==> src/rtl/mod12_wrap_tracker.sv <==
// Tracks a mod-12 counter: 11->0 wrap pulse, AM/PM flag, wrap count and 12-hour BCD display.
// Define MOD12_WRAP_CHECK_EN to build the sticky sequence checker that drives err.
module mod12_wrap_tracker #(
    parameter int CYCLE_W = 8
) (
    input  logic               clk,
    input  logic               reset,
    input  logic [3:0]         count_in,
    output logic               wrap,
    output logic               pm,
    output logic [CYCLE_W-1:0] cycles,
    output logic               hour_tens,
    output logic [3:0]         hour_ones,
    output logic               err
);

    typedef enum logic {
        INIT  = 1'b0,
        TRACK = 1'b1
    } state_t;

    state_t     state;
    logic [3:0] prev;
    logic [3:0] sample;
    logic       sample_vld;
    logic       legal;
    logic       is_wrap;
    logic       disp_tens;
    logic [3:0] disp_ones;

    // count_in is registered first; all decisions act on that captured sample.
    assign legal   = (sample <= 4'd11);
    assign is_wrap = (state == TRACK) && legal && (prev == 4'd11) && (sample == 4'd0);

    always_comb begin
        disp_tens = 1'b0;
        disp_ones = sample;
        if (sample == 4'd0) begin
            disp_tens = 1'b1;
            disp_ones = 4'd2;
        end else if (sample >= 4'd10) begin
            disp_tens = 1'b1;
            disp_ones = sample - 4'd10;
        end
    end

    always_ff @(posedge clk) begin
        if (!reset) begin
            state      <= INIT;
            prev       <= 4'd0;
            sample     <= 4'd0;
            sample_vld <= 1'b0;
            wrap       <= 1'b0;
            pm         <= 1'b0;
            cycles     <= '0;
            hour_tens  <= 1'b1;
            hour_ones  <= 4'd2;
        end else begin
            sample     <= count_in;
            sample_vld <= 1'b1;
            wrap       <= 1'b0;
            if (sample_vld && legal) begin
                state     <= TRACK;
                prev      <= sample;
                hour_tens <= disp_tens;
                hour_ones <= disp_ones;
                if (is_wrap) begin
                    wrap   <= 1'b1;
                    pm     <= ~pm;
                    cycles <= cycles + 1'b1;
                end
            end
        end
    end

`ifdef MOD12_WRAP_CHECK_EN
    logic step_ok;

    // Legal moves from prev: hold, count up, or drop to 0 (wrap or upstream reset).
    assign step_ok = (sample == prev) || (sample == prev + 4'd1) || (sample == 4'd0);

    always_ff @(posedge clk) begin
        if (!reset) begin
            err <= 1'b0;
        end else if (sample_vld && (!legal || ((state == TRACK) && !step_ok))) begin
            err <= 1'b1;
        end
    end
`else
    assign err = 1'b0;
`endif

endmodule

==> config.mk <==
export PLATFORM = sky130hd
export DESIGN_NAME = mod12_wrap_tracker
export DESIGN_NICKNAME = d
export VERILOG_FILES = /design/src/rtl/mod12_wrap_tracker.sv
export SDC_FILE = /design/constraint.sdc
export NUM_CORES = 1
export LEC_CHECK = 0
export BUFFER_PORTS_ARGS = -buffer_cell sky130_fd_sc_hd__buf_2
export CORE_UTILIZATION = 50
export CTS_BUF_LIST = sky130_fd_sc_hd__clkbuf_4 sky130_fd_sc_hd__clkbuf_8 sky130_fd_sc_hd__clkbuf_16
export DETAILED_ROUTE_END_ITERATION = 10
export GPL_ROUTABILITY_DRIVEN = 0
export PLACE_DENSITY = 0.87
export SETUP_SLACK_MARGIN = 0.05
export SYNTH_ARGS = -nofsm -noshare
export SYNTH_HDL_FRONTEND = slang
export SYNTH_SLANG_ARGS = --single-unit
==> constraint.sdc <==
create_clock -name clk -period 3.3 [get_ports clk]
set_input_delay 0.825 -clock clk [delete_from_list [all_inputs] [get_ports clk]]
set_output_delay 0.825 -clock clk [all_outputs]
set_load 0.01 [all_outputs]
[Word level (Yosys, flattened, before mapping)]
Index checks and enable logic that the tools add are counted.
Cells by class
  add/sub/neg operators: 2
  equality and inequality tests: 1
  reduce and logical (&&, ||, !) cells: 7
  multiplexer cells: 6
  order comparisons: 2
  div/mod/pow operators: 0
  multiply operators: 0
  bitwise operators: 1
  shift-type cells: 0
Operator list (count)
  adder 8 x 1 -> 8 bit, second input constant: 1
  2-to-1 mux 4 bit: 2
  == test 4 bit, second input constant: 1
  >= comparator 4 bit, second input constant: 1
  less-or-equal comparator 4 bit, second input constant: 1
  logical AND 1 bit: 4
  zero test 4 bit: 1
  2-to-1 mux 1 bit: 4
  AND reduction 2 bit: 2
  subtractor 4 bit, second input constant: 1
  NOT 1 bit: 1
Word-level totals
  output and inout bits: 16
  memories: 0
  bits in writable memories: 0
  logic and storage cells: 28
  register bits: 25
  bits in read-only memories: 0
  bits of input ports: 6
  latch bits: 0

[Longest topological paths before layout]
Gate-level depths: netlist of the first run.
  depth after elaboration: 5
  depth in mapped cells: 5
  mapped depth without buffers: 5

[Least setup slack after synthesis of the first run]
No wires, ideal clock.
  path kind: reg-to-reg
  start point: register sample[1]
  end point: register cycles[7]
  cell stages (with the launch flop): 5
  path slack: 1.864 ns
  library setup time: 0.072 ns
  buffers on the path: 0
  data arrival time: 1.364 ns
  path through: dfxtp_1 > and4bb_1 > nand4b_2 > or4_1 > a21oi_1
On the way
  word-level cells in the longest chain between the ends: 5
RTL lines
  from (decl): RTL line 24  | logic [3:0] sample;
  from (signal assigned): RTL line 59  | sample <= count_in;
  less-or-equal comparator 4 bit: RTL line 32  | assign legal = (sample <= 4'd11);
  logical AND 1 bit (3 in a row): RTL line 33  | assign is_wrap = (state == TRACK) && legal && (prev == 4'd11) && (sample == 4'd0);
  AND reduction 2 bit (no source line) (*)
  to (signal assigned): RTL line 70  | cycles <= cycles + 1'b1;
  to (decl): RTL line 11  | output logic [CYCLE_W-1:0] cycles,
Every way passes the cells marked *; elsewhere a longest branch is shown, timed or not.
A chain may end at the register's enable or synchronous reset.

[Final worst setup path of the first run]
  start point: register sample_vld
  end point: register cycles[7]
On the way
  word-level cells in the longest chain between the ends: 2
RTL lines
  from (decl): RTL line 25  | logic sample_vld;
  from (signal assigned): RTL line 52  | sample_vld <= 1'b0;
  from (signal assigned): RTL line 60  | sample_vld <= 1'b1;
  logical AND 1 bit: RTL line 62  | if (sample_vld && legal) begin
  AND reduction 2 bit (no source line)
No other way between the ends.

==> run metrics, run 1 <==
status complete, no violations; largest net degree at the start of global routing 19; Area growth syn-to-layout 14.3%; Slew Limit Fails 0; antenna violations before repair 0; clock buffer depth 2; Max VDD drop 0.288 mV; CP peak stage delay 600 ps; Synth area leader dfxtp_1; Layout Nets 140; WP data arrival 2090 ps; Inst Count DP about 150; Filler Cells Inserted 158; Num CTS Buffers 3; Worst path slowest cell or4_1; # diodes 0; Pwr Density 439 nW/um^2; vias in the first global route 694; initial DRC count 22; vias per inst 5.28; Synth async-reset ratio 0%; total of max-cap violations 0; flops & latches, synth 25; Setup Skew 2.57 ps; Post-synth EDFFs 0; Critical Path Fanout Max 16; top-count cell post-synth dfxtp_1; Core Area approximately 1800 sq um; Setup TNS Final 0 ps; Worst Setup End Kind flip-flop; Syn Nets around 120; WS Path Type flip-flop to flip-flop; Die H roughly 46 um; via count 824; sequential share of the synthesized area 51.7%; Finish-stage setup viols 0; part of the cycle the worst path needs 55.7%; Cells after Synth 111; post-route ant nets 0; top post-synthesis cells by count dfxtp_1 (25), nand2_1 (17), a21oi_1 (11); initial core utilization 54.9%; global route overflow 0; Yosys warnings 0; cts hold-fix bufs 0; drt pass-1 iters 4; worst-skew pair later-pin latency roughly 320 ps; IO Port Bufs 20; R2R setup slack ~1500 ps; cell-internal power 0.000371 W; share of post-route cells with drive strength above 1 between 10% and 20%; clk root buf clkbuf_4; Worst Setup Start Kind flip-flop; Tmin final 1840 ps; Main synth FF type dfxtp_1; H-tree depth 1; DP Wirelength 1270 um; Clk pwr share 27.5%; non-filler instance count after layout approximately 160; Row Count 15; top-area cell type share of the netlist area 51.7%; drt wl/cell 11.1 um; Max Clk Rate 544 MHz; sequential fraction of design power 65.6%; first-pass GRT wire length 2800 um; Clock transition at path regs 130 ps; DRC 0; switching share of power a little under a quarter; Worst Hold Class flip-flop to flip-flop; IO Count 22; power share of the combinational group approximately 7.0%; syn avg cell area 8.72 sq um; die area 2120 sq um; Synth cell types 25; Psw 0.000115 W; Total GRT Usage between 10% and 20%; RSZ-0062 raised after global routing no; CTS tree yes; WP data required 3550 ps; Leak between 0.4 and 0.5 nW; fin util 62.8%; final wirelength around 1700 um; Final Hold Viols 0; cts repair resizes 0; Post-CTS Setup Repair Bufs 0; clock net sink count 25; Die W around 46 um; crit path cell chain nor2b_1, nand4b_2, or4_1, a21oi_1; Synth Cell Area 968 sq um; ranking of synthesized cells by area dfxtp_1 (52%), nand2_1 (6.6%), a21oi_1 (5.7%)
critical path, delay by kind of cell (launching register included):
family           cells  cell delay (ps)
AND/OR/NAND/NOR      3             1240
flip-flops           1              380
AO/OA/AOI/OAI        1              140
area by class of cell:
cell class | count | area [sq um] | area share [%]
Multi-Input combinational cell | 78 | 433 | 39.1
Inverter | 4 | 15.0 | 1.36
Clock inverter | 1 | 5.00 | 0.452
Sequential cell | 25 | 500 | 45.2
Tap cell | 25 | 31.3 | 2.82
Clock buffer | 3 | 22.5 | 2.03
Timing Repair Buffer | 20 | 100 | 9.04
sequential cells by signal (all words and copies together), names as in the netlist:
name and cells:
cycles 8, hour_ones 4, hour_tens 1, pm 1, prev 4, sample 4
sample_vld 1, state 1, wrap 1
cell usage in the layout (no fill, tap or decap), drive strengths merged:
cell,instances
mux2i,1
nand2,17
clkinv,2
nand3,5
and4,1
o31ai,2
o21ai,8
conb,1
nand4b,1
inv,3
dfxtp,25
buf,20
nor3,1
a21oi,11
or3,4
ha,2
clkbuf,3
and2,5
o211ai,2
nor2b,2
nor2,10
and4bb,1
or4,2
xor2,2
per-layer routing:
| layer | track usage (%) | vias up | wire length [um] |
|---|---|---|---|
| met5 | 0 | - | 0 |
| met4 | 7.06 | 0 | 24 |
| met3 | 2.38 | 2 | 80 |
| met2 | 29.0 | 26 | 837 |
| met1 | 24.5 | 376 | 796 |
| li1 | - | 420 | - |
through the flow:
step	hold slack, ps	setup slack (ps)	total power [W]	cell area [sq um]
after detailed placement	447	1500	0.000359	1080
final	462	1460	0.000486	1110
after CTS	464	1470	0.000489	1110
after global routing	499	1280	0.000508	1110
after global placement	441	1540	0.000357	1080
after floorplan	432	1860	0.000347	968
cell families (layout without fill, tap and decap cells):
kind of cell | count (synthesis) | count (layout) | share of synthesized area, %
simple gates | 49 | 49 | 26.0
flops | 25 | 25 | 51.7
compound gates | 23 | 23 | 12.9
buf+inv | 8 | 28 | 3.62
fa+ha+maj | 2 | 2 | 2.58
xor+xnor | 2 | 2 | 1.81
other cells | 1 | 1 | 0.387
mux | 1 | 1 | 1.03
power by group through the flow:
stage / combinational [W] / sequential (W) / clock, W
3_5_place_dp: 0.0000339 / 0.000325 / 0
4_1_cts: 0.0000338 / 0.000319 / 0.000136
6_report: 0.0000338 / 0.000319 / 0.000134
2_1_floorplan: 0.0000214 / 0.000326 / 0
5_1_grt: 0.0000389 / 0.000320 / 0.000149
3_3_place_gp: 0.0000322 / 0.000325 / 0
path summary, 6_finish.rpt:
check	start	endpoint	depth (start not counted)
setup reg to reg	sample_vld$_DFF_P_	cycles[7]$_SDFFE_PN0P_	4
hold reg to reg	prev[3]$_SDFFE_PN0P_	prev[3]$_SDFFE_PN0P_	2
setup / recovery	sample_vld$_DFF_P_	cycles[7]$_SDFFE_PN0P_	4
hold / removal	prev[3]$_SDFFE_PN0P_	prev[3]$_SDFFE_PN0P_	2
Note: power is estimated with default switching activity, not from simulation.
==> run 2: changes to the inputs <==
--- a/config.mk
+++ b/config.mk
@@ -5,12 +5,13 @@
 export SDC_FILE = /design/constraint.sdc
 export NUM_CORES = 1
 export LEC_CHECK = 0
+export ABC_AREA = 1
 export BUFFER_PORTS_ARGS = -buffer_cell sky130_fd_sc_hd__buf_2
 export CORE_UTILIZATION = 50
 export CTS_BUF_LIST = sky130_fd_sc_hd__clkbuf_4 sky130_fd_sc_hd__clkbuf_8 sky130_fd_sc_hd__clkbuf_16
 export DETAILED_ROUTE_END_ITERATION = 10
 export GPL_ROUTABILITY_DRIVEN = 0
-export PLACE_DENSITY = 0.87
+export PLACE_DENSITY = 0.85
 export SETUP_SLACK_MARGIN = 0.05
 export SYNTH_ARGS = -nofsm -noshare
 export SYNTH_HDL_FRONTEND = slang
==> constraint.sdc (replaced) <==
create_clock -name clk -period 1.9 [get_ports clk]
set_input_delay 0.475 -clock clk [delete_from_list [all_inputs] [get_ports clk]]
set_output_delay 0.475 -clock clk [all_outputs]
set_load 0.01 [all_outputs]
==> run 2 against run 1 <==
Non-clock buffer count stayed put. Total power rose by 82%. Utilization fell by 0.76 points. Clock-buffer cell count is 1 higher. Hold slack worse by 130 ps. Routed wire length rose by 14%. Area after synthesis grew 15%. Cell area rose by 13%. Die area rose by 15%. Cell count up 22%. Largest cell class is now multi-input combinational cells. Largest power group unchanged. Highest routed layer unchanged.
==> run metrics, run 2 <==
status complete, no violations (unchanged); CTS tree yes (unchanged); Setup Skew 2.45 ps (was 2.57 ps); Setup WS post-layout 495 ps (was 1460 ps); Critical Path Fanout Max 5 (was 16); WP data arrival 930 ps (was 2090 ps); ranking of synthesized cells by area dfxtp_1 (45%), nand2_1 (10%), inv_1 (5.7%) (was dfxtp_1 (52%), nand2_1 (6.6%), a21oi_1 (5.7%)); Setup TNS Final 0 ps (unchanged); Synth cell types 27 (was 25); DP Wirelength 1450 um (was 1270 um); max reg flops 8 (unchanged); largest net degree at the start of global routing 18 (was 19); Main synth FF type dfxtp_1 (unchanged); Slew Limit Fails 0 (unchanged); most frequent cells in the layout nand2_1 (31), dfxtp_1 (25), buf_2 (20) (was dfxtp_1 (25), buf_2 (20), nand2_1 (17)); Compound-Gate Fraction of Synth Area 10.4% (was 12.9%); Cells after Synth 142 (was 111); Total GRT Usage 18.6% (was 18.1%); cts repair resizes 0 (unchanged); Synth Cell Area 1120 sq um (was 968 sq um); Synth Area in Adders 2.24% (was 2.58%); Tmin final 1410 ps; Yosys warnings 0 (unchanged); Post-CTS Setup Repair Bufs 0 (unchanged); H-tree depth 1 (unchanged); Buf/Inv on CP 1 (was 0); placed cell area 1220 sq um (was 1080 sq um); # diodes 0 (unchanged); largest family of logic cells by synthesized area simple AND/OR/NAND/NOR gates (unchanged); IO Count 22 (unchanged); part of the cycle the worst path needs 74.0%; Worst Setup End Kind primary output (was flip-flop); top post-synthesis cells by count nand2_1 (31), dfxtp_1 (25), inv_1 (17) (was dfxtp_1 (25), nand2_1 (17), a21oi_1 (11)); crit path cell chain buf_2 (was nor2b_1, nand4b_2, or4_1, a21oi_1); clk root buf clkbuf_4 (unchanged); Num CTS Buffers 3 (unchanged); top-count cell post-synth nand2_1 (was dfxtp_1); drt pass-1 iters 4 (unchanged); share of post-route cells with drive strength above 1 27.0% (was 19.1%); CP top delay family flip-flops (was simple AND/OR/NAND/NOR gates); cts hold-fix bufs 0 (unchanged); XOR/XNOR Fraction of Synth Area 0% (was 1.81%); Syn Nets 150 (was 119); IO Port Bufs 20 (unchanged); initial core utilization 55.2% (was 54.9%); Synth async-reset ratio 0% (unchanged); Max VDD drop 0.507 mV (was 0.288 mV); Place WS 602 ps (was 1500 ps); vias per inst 4.84 (was 5.28); commonest non-fill, non-tap cell in the layout nand2_1 (was dfxtp_1); syn avg cell area 7.86 sq um (was 8.72 sq um); die area 2430 sq um (was 2120 sq um); Pwr Density 704 nW/um^2 (was 439 nW/um^2); design area 1250 sq um (was 1110 sq um); Max Clk Rate 712 MHz; antenna violations before repair 0 (unchanged); via count 919 (was 824); drt wl/cell 10.4 um (was 11.1 um); WS Path Type flip-flop to primary output (was flip-flop to flip-flop); clock buffer depth 2 (unchanged); largest register by flop count cycles (unchanged); DRC 0 (unchanged); mux contribution to synthesized area 0% (was 1.03%); worst-skew pair later-pin latency 310 ps (was 320 ps); simple-gate share of the synthesized area 33.1% (was 26.0%); flops & latches, synth 25 (unchanged); total of max-cap violations 0 (unchanged); top-area cell type share of the netlist area 44.8% (was 51.7%); RSZ-0062 raised after global routing no (unchanged); global route overflow 0 (unchanged); Worst path slowest cell dfxtp_1 (was or4_1); WP data required 1420 ps (was 3550 ps); post-route ant nets 0 (unchanged); Area growth syn-to-layout 12.3% (was 14.3%); sequential share of the synthesized area 44.8% (was 51.7%); first-pass GRT wire length 3480 um (was 2800 um); Core Area 2020 sq um (was 1760 sq um); final wirelength 1970 um (was 1740 um); Worst Hold Class input pin to flip-flop (was flip-flop to flip-flop); Leak 0.605 nW (was 0.474 nW); Row Count 16 (was 15); Finish-stage setup viols 0 (unchanged); Synth area leader dfxtp_1 (unchanged); Filler Cells Inserted 189 (was 158); Die H 49.2 um (was 46.0 um); initial DRC count 14 (was 22); Die W 49.2 um (was 46.0 um); vias in the first global route 893 (was 694); clock net sink count 25 (unchanged); CP peak stage delay 450 ps (was 600 ps); Final Hold Viols 0 (unchanged); Worst Setup Start Kind flip-flop (unchanged); Post-synth EDFFs 0 (unchanged); Layout Nets 172 (was 140); Clock transition at path regs 130 ps (about the same)
run 2: changes by cell type after synthesis, sizes merged, moves of 2 or more:
cell / delta
nand4: +2
a21oi: -4
and2: -5
nor2: +14
xor2: -2
or4: -2
inv: +17
or3: -4
o21bai: +3
nor2b: -2
nand3: +3
clkbuf: -2
o31ai: -2
nand2: +18
run 2: report_power, final:
| part | switching [W] | internal, W |
|---|---|---|
| clock network | 0.000152 | 0.0000964 |
| registers | 0.0000128 | 0.000542 |
| logic | 0.0000505 | 0.0000292 |
run 2: final timing paths:
check | depth (start not counted) | from | slack [ps] | end
min reg2reg | 2 | hour_ones[3]$_SDFFE_PN0P_ | 480 | hour_ones[3]$_SDFFE_PN0P_
min | 3 | count_in[3] | 330 | sample[3]$_SDFF_PN0_
max reg2reg | 8 | sample[3]$_SDFF_PN0_ | 610 | pm$_SDFFE_PN0P_
max | 1 | cycles[2]$_SDFFE_PN0P_ | 490 | cycles[2]
run 2: worst min-delay path, stage by stage:
cell and delay, ps:
buf_2 70, nand2_1 40, inv_1 40
run 2: area by class of cell:
type	count	area (sq um)	share of cell area, %
multi-input combinational	94	514	41.0
sequential	25	500	39.9
timing repair buffer	20	100	7.98
inverter	20	75.1	5.99
tap	27	33.8	2.69
clock buffer	4	30.0	2.40
run 2: layer usage:
metal  vias to the layer above  global-route usage [%]  share of wire, %
met1                       409                    21.1                46
li1                        487                       -                 -
met5                         -                       0                 0
met2                        18                    33.1                49
met3                         5                    3.12               3.2
met4                         0                    9.31               1.8
run 2: cells by family after synthesis:
family,Yosys count
adders and majority gates,2
and+or+nand+nor,72
AOI/OAI and AO/OA,19
other,1
DFF,25
buffers and inverters,23
run 2: stage by stage:
stage / hold WS (ps) / util (%) / total power (W) / instances
after floorplan: 440 / - / 0.000628 / 142
after global placement: 447 / 60.5 / 0.000643 / 186
after detailed placement: 445 / 60.5 / 0.000646 / 186
after CTS: 332 / 62.0 / 0.000888 / 190
after global routing: 336 / 62.0 / 0.000921 / 190
final: 330 / 62.0 / 0.000883 / 190
==> run 3: changes to the inputs <==
--- a/config.mk
+++ b/config.mk
@@ -7,11 +7,11 @@
 export LEC_CHECK = 0
 export ABC_AREA = 1
 export BUFFER_PORTS_ARGS = -buffer_cell sky130_fd_sc_hd__buf_2
-export CORE_UTILIZATION = 50
+export CORE_UTILIZATION = 47
 export CTS_BUF_LIST = sky130_fd_sc_hd__clkbuf_4 sky130_fd_sc_hd__clkbuf_8 sky130_fd_sc_hd__clkbuf_16
 export DETAILED_ROUTE_END_ITERATION = 10
 export GPL_ROUTABILITY_DRIVEN = 0
-export PLACE_DENSITY = 0.85
+export PLACE_DENSITY = 0.84
 export SETUP_SLACK_MARGIN = 0.05
 export SYNTH_ARGS = -nofsm -noshare
 export SYNTH_HDL_FRONTEND = slang
==> constraint.sdc (replaced) <==
create_clock -name clk -period 1.2 [get_ports clk]
set_input_delay 0.3 -clock clk [delete_from_list [all_inputs] [get_ports clk]]
set_output_delay 0.3 -clock clk [all_outputs]
set_load 0.01 [all_outputs]
==> run 3 against run 2 <==
The flow now finishes with violations (negative setup slack). Critical endpoint is now pm$_SDFFE_PN0P_. Via count increased by 21%. Routed wire length up 53%. Die area up 6.1%. Utilization grew 7.4 points.
==> run metrics, run 3 (synthesized netlist as in run 2, its figures left out) <==
Setup Skew 3.38 ps (was 2.45 ps); Setup TNS Final -303 ps (was 0 ps); # diodes 0 (unchanged); failing checks negative setup slack; Die H 50.7 um (was 49.2 um); Num CTS Buffers 3 (unchanged); Layout Nets 189 (was 172); share of post-route cells with drive strength above 1 52.8% (was 27.0%); Clock transition at path regs 140 ps (was 130 ps); initial DRC count 36 (was 14); GRT met2 Usage 38.4% (was 33.1%); total of max-cap violations 0 (unchanged); met1 track demand over resource 28.0% (was 21.1%); vias per inst 5.37 (was 4.84); cts hold-fix bufs 0 (unchanged); most frequent cells in the layout nand2_1 (25), inv_1 (15), dfxtp_2 (15), buf_4 (15) (was nand2_1 (31), dfxtp_1 (25), buf_2 (20)); via count 1116 (was 919); status finished, violations left (was complete, no violations); Setup WS post-layout -62.6 ps (was 495 ps); H-tree depth 1 (unchanged); Die W 50.7 um (was 49.2 um); CTS tree yes (unchanged); clk root buf clkbuf_4 (unchanged); largest register by flop count cycles (unchanged); largest net degree at the start of global routing 17 (was 18); Total GRT Usage 22.9% (was 18.6%); DP Wirelength 1560 um (was 1450 um); WP data arrival 1500 ps (was 930 ps); WP data required 1440 ps (was 1420 ps); Pwr Density 937 nW/um^2 (was 704 nW/um^2); initial core utilization 50.0% (was 55.2%); vias in the first global route 917 (was 893); Filler Cells Inserted 169 (was 189); worst-skew pair later-pin latency 320 ps (was 310 ps); Worst Hold Class input pin to flip-flop (unchanged); antenna violations before repair 0 (unchanged); Critical Path Fanout Max 8 (was 5); WS Path Type flip-flop to flip-flop (was flip-flop to primary output); commonest non-fill, non-tap cell in the layout nand2_1 (unchanged); Leak 0.746 nW (was 0.605 nW); global route overflow 0 (unchanged); register area 531 sq um (was 500 sq um); Final Hold Viols 0 (unchanged); Max Clk Rate slightly below 800 MHz; final wirelength 3020 um (was 1970 um); DRC 0 (unchanged); die area 2570 sq um (was 2430 sq um); clock net sink count 25 (unchanged); clock buffer depth 2 (unchanged); IO Port Bufs 20 (unchanged); GR Layer Usage met3 1.82% (was 3.12%); Max VDD drop 0.656 mV (was 0.507 mV); RSZ-0062 raised after global routing yes (was no); most used routing layer met2 (unchanged); IO Count 22 (unchanged); total power draw 0.00145 W (was 0.000883 W); Worst Setup End Kind flip-flop (was primary output); max reg flops 8 (unchanged); first-pass GRT wire length 4340 um (was 3480 um); Area growth syn-to-layout 38.8% (was 12.3%); Row Count 17 (was 16); drt wl/cell 14.5 um (was 10.4 um); drt pass-1 iters 4 (unchanged); Tmin final 1260 ps; Slew Limit Fails 0 (unchanged); Core Area 2230 sq um (was 2020 sq um); Finish-stage setup viols 9 (was 0); multi-input logic area 601 sq um (was 514 sq um); Worst Setup Start Kind flip-flop (unchanged); part of the cycle the worst path needs 105%; post-route ant nets 0 (unchanged)
-- run 3: worst paths after layout --
| kind | from | end | slack [ps] | depth (start not counted) |
|---|---|---|---|---|
| max | sample[3]$_SDFF_PN0_ | pm$_SDFFE_PN0P_ | -60 | 8 |
| min | count_in[0] | sample[0]$_SDFF_PN0_ | 140 | 3 |
| max reg2reg | sample[3]$_SDFF_PN0_ | pm$_SDFFE_PN0P_ | -60 | 8 |
| min reg2reg | hour_ones[0]$_SDFFE_PN0P_ | hour_ones[0]$_SDFFE_PN0P_ | 470 | 2 |
-- run 3: worst max-delay path, cell delays in order, from the launching register on --
cell	delay, ps
dfxtp_2	380
nor2_2	160
nand2_4	100
nor2_8	180
nand2_4	120
inv_6	100
nand2_2	50
nand2_2	50
nor2_2	30
-- run 3: final cells by class --
cell class	instances	area share, %
well taps	28	2.26
multi-input cells	94	38.8
repair buffers	37	17.6
flip-flops and latches	25	34.2
inverters	20	5.17
clock buffers	4	1.94
-- run 3: routing by layer --
layer  up-vias  part of all wire (%)
met1       535                    40
met5         -                     0
li1        524                     -
met2        38                    50
met3        19                   4.0
met4         0                   5.8
-- run 3: timing repair --
action | 4_1_cts | 5_1_grt
pin swaps | 6 | 5
setup endpoints to repair | 15 | 22
setup buffers | 7 | 5
gates resized for setup | 31 | 24
-- run 3: per-stage QoR --
stage / cells / util (%) / hold slack (ps) / setup slack [ps] / cell area [sq um]
after detailed placement: 192 / 56.5 / 453 / -33.2 / 1260
after floorplan: 142 / - / 328 / 58.7 / 1120
after global routing: 208 / 69.4 / 153 / -124 / 1550
final: 208 / 69.4 / 145 / -62.6 / 1550
after CTS: 203 / 64.8 / 143 / -4.95 / 1450
after global placement: 192 / 56.5 / 444 / 30.9 / 1260
-- run 3: where the power goes --
part / total (W) / internal, W / switching (W)
logic: 0.000163 / 0.0000677 / 0.0000951
clock network: 0.000408 / 0.000153 / 0.000255
registers: 0.000881 / 0.000855 / 0.0000252
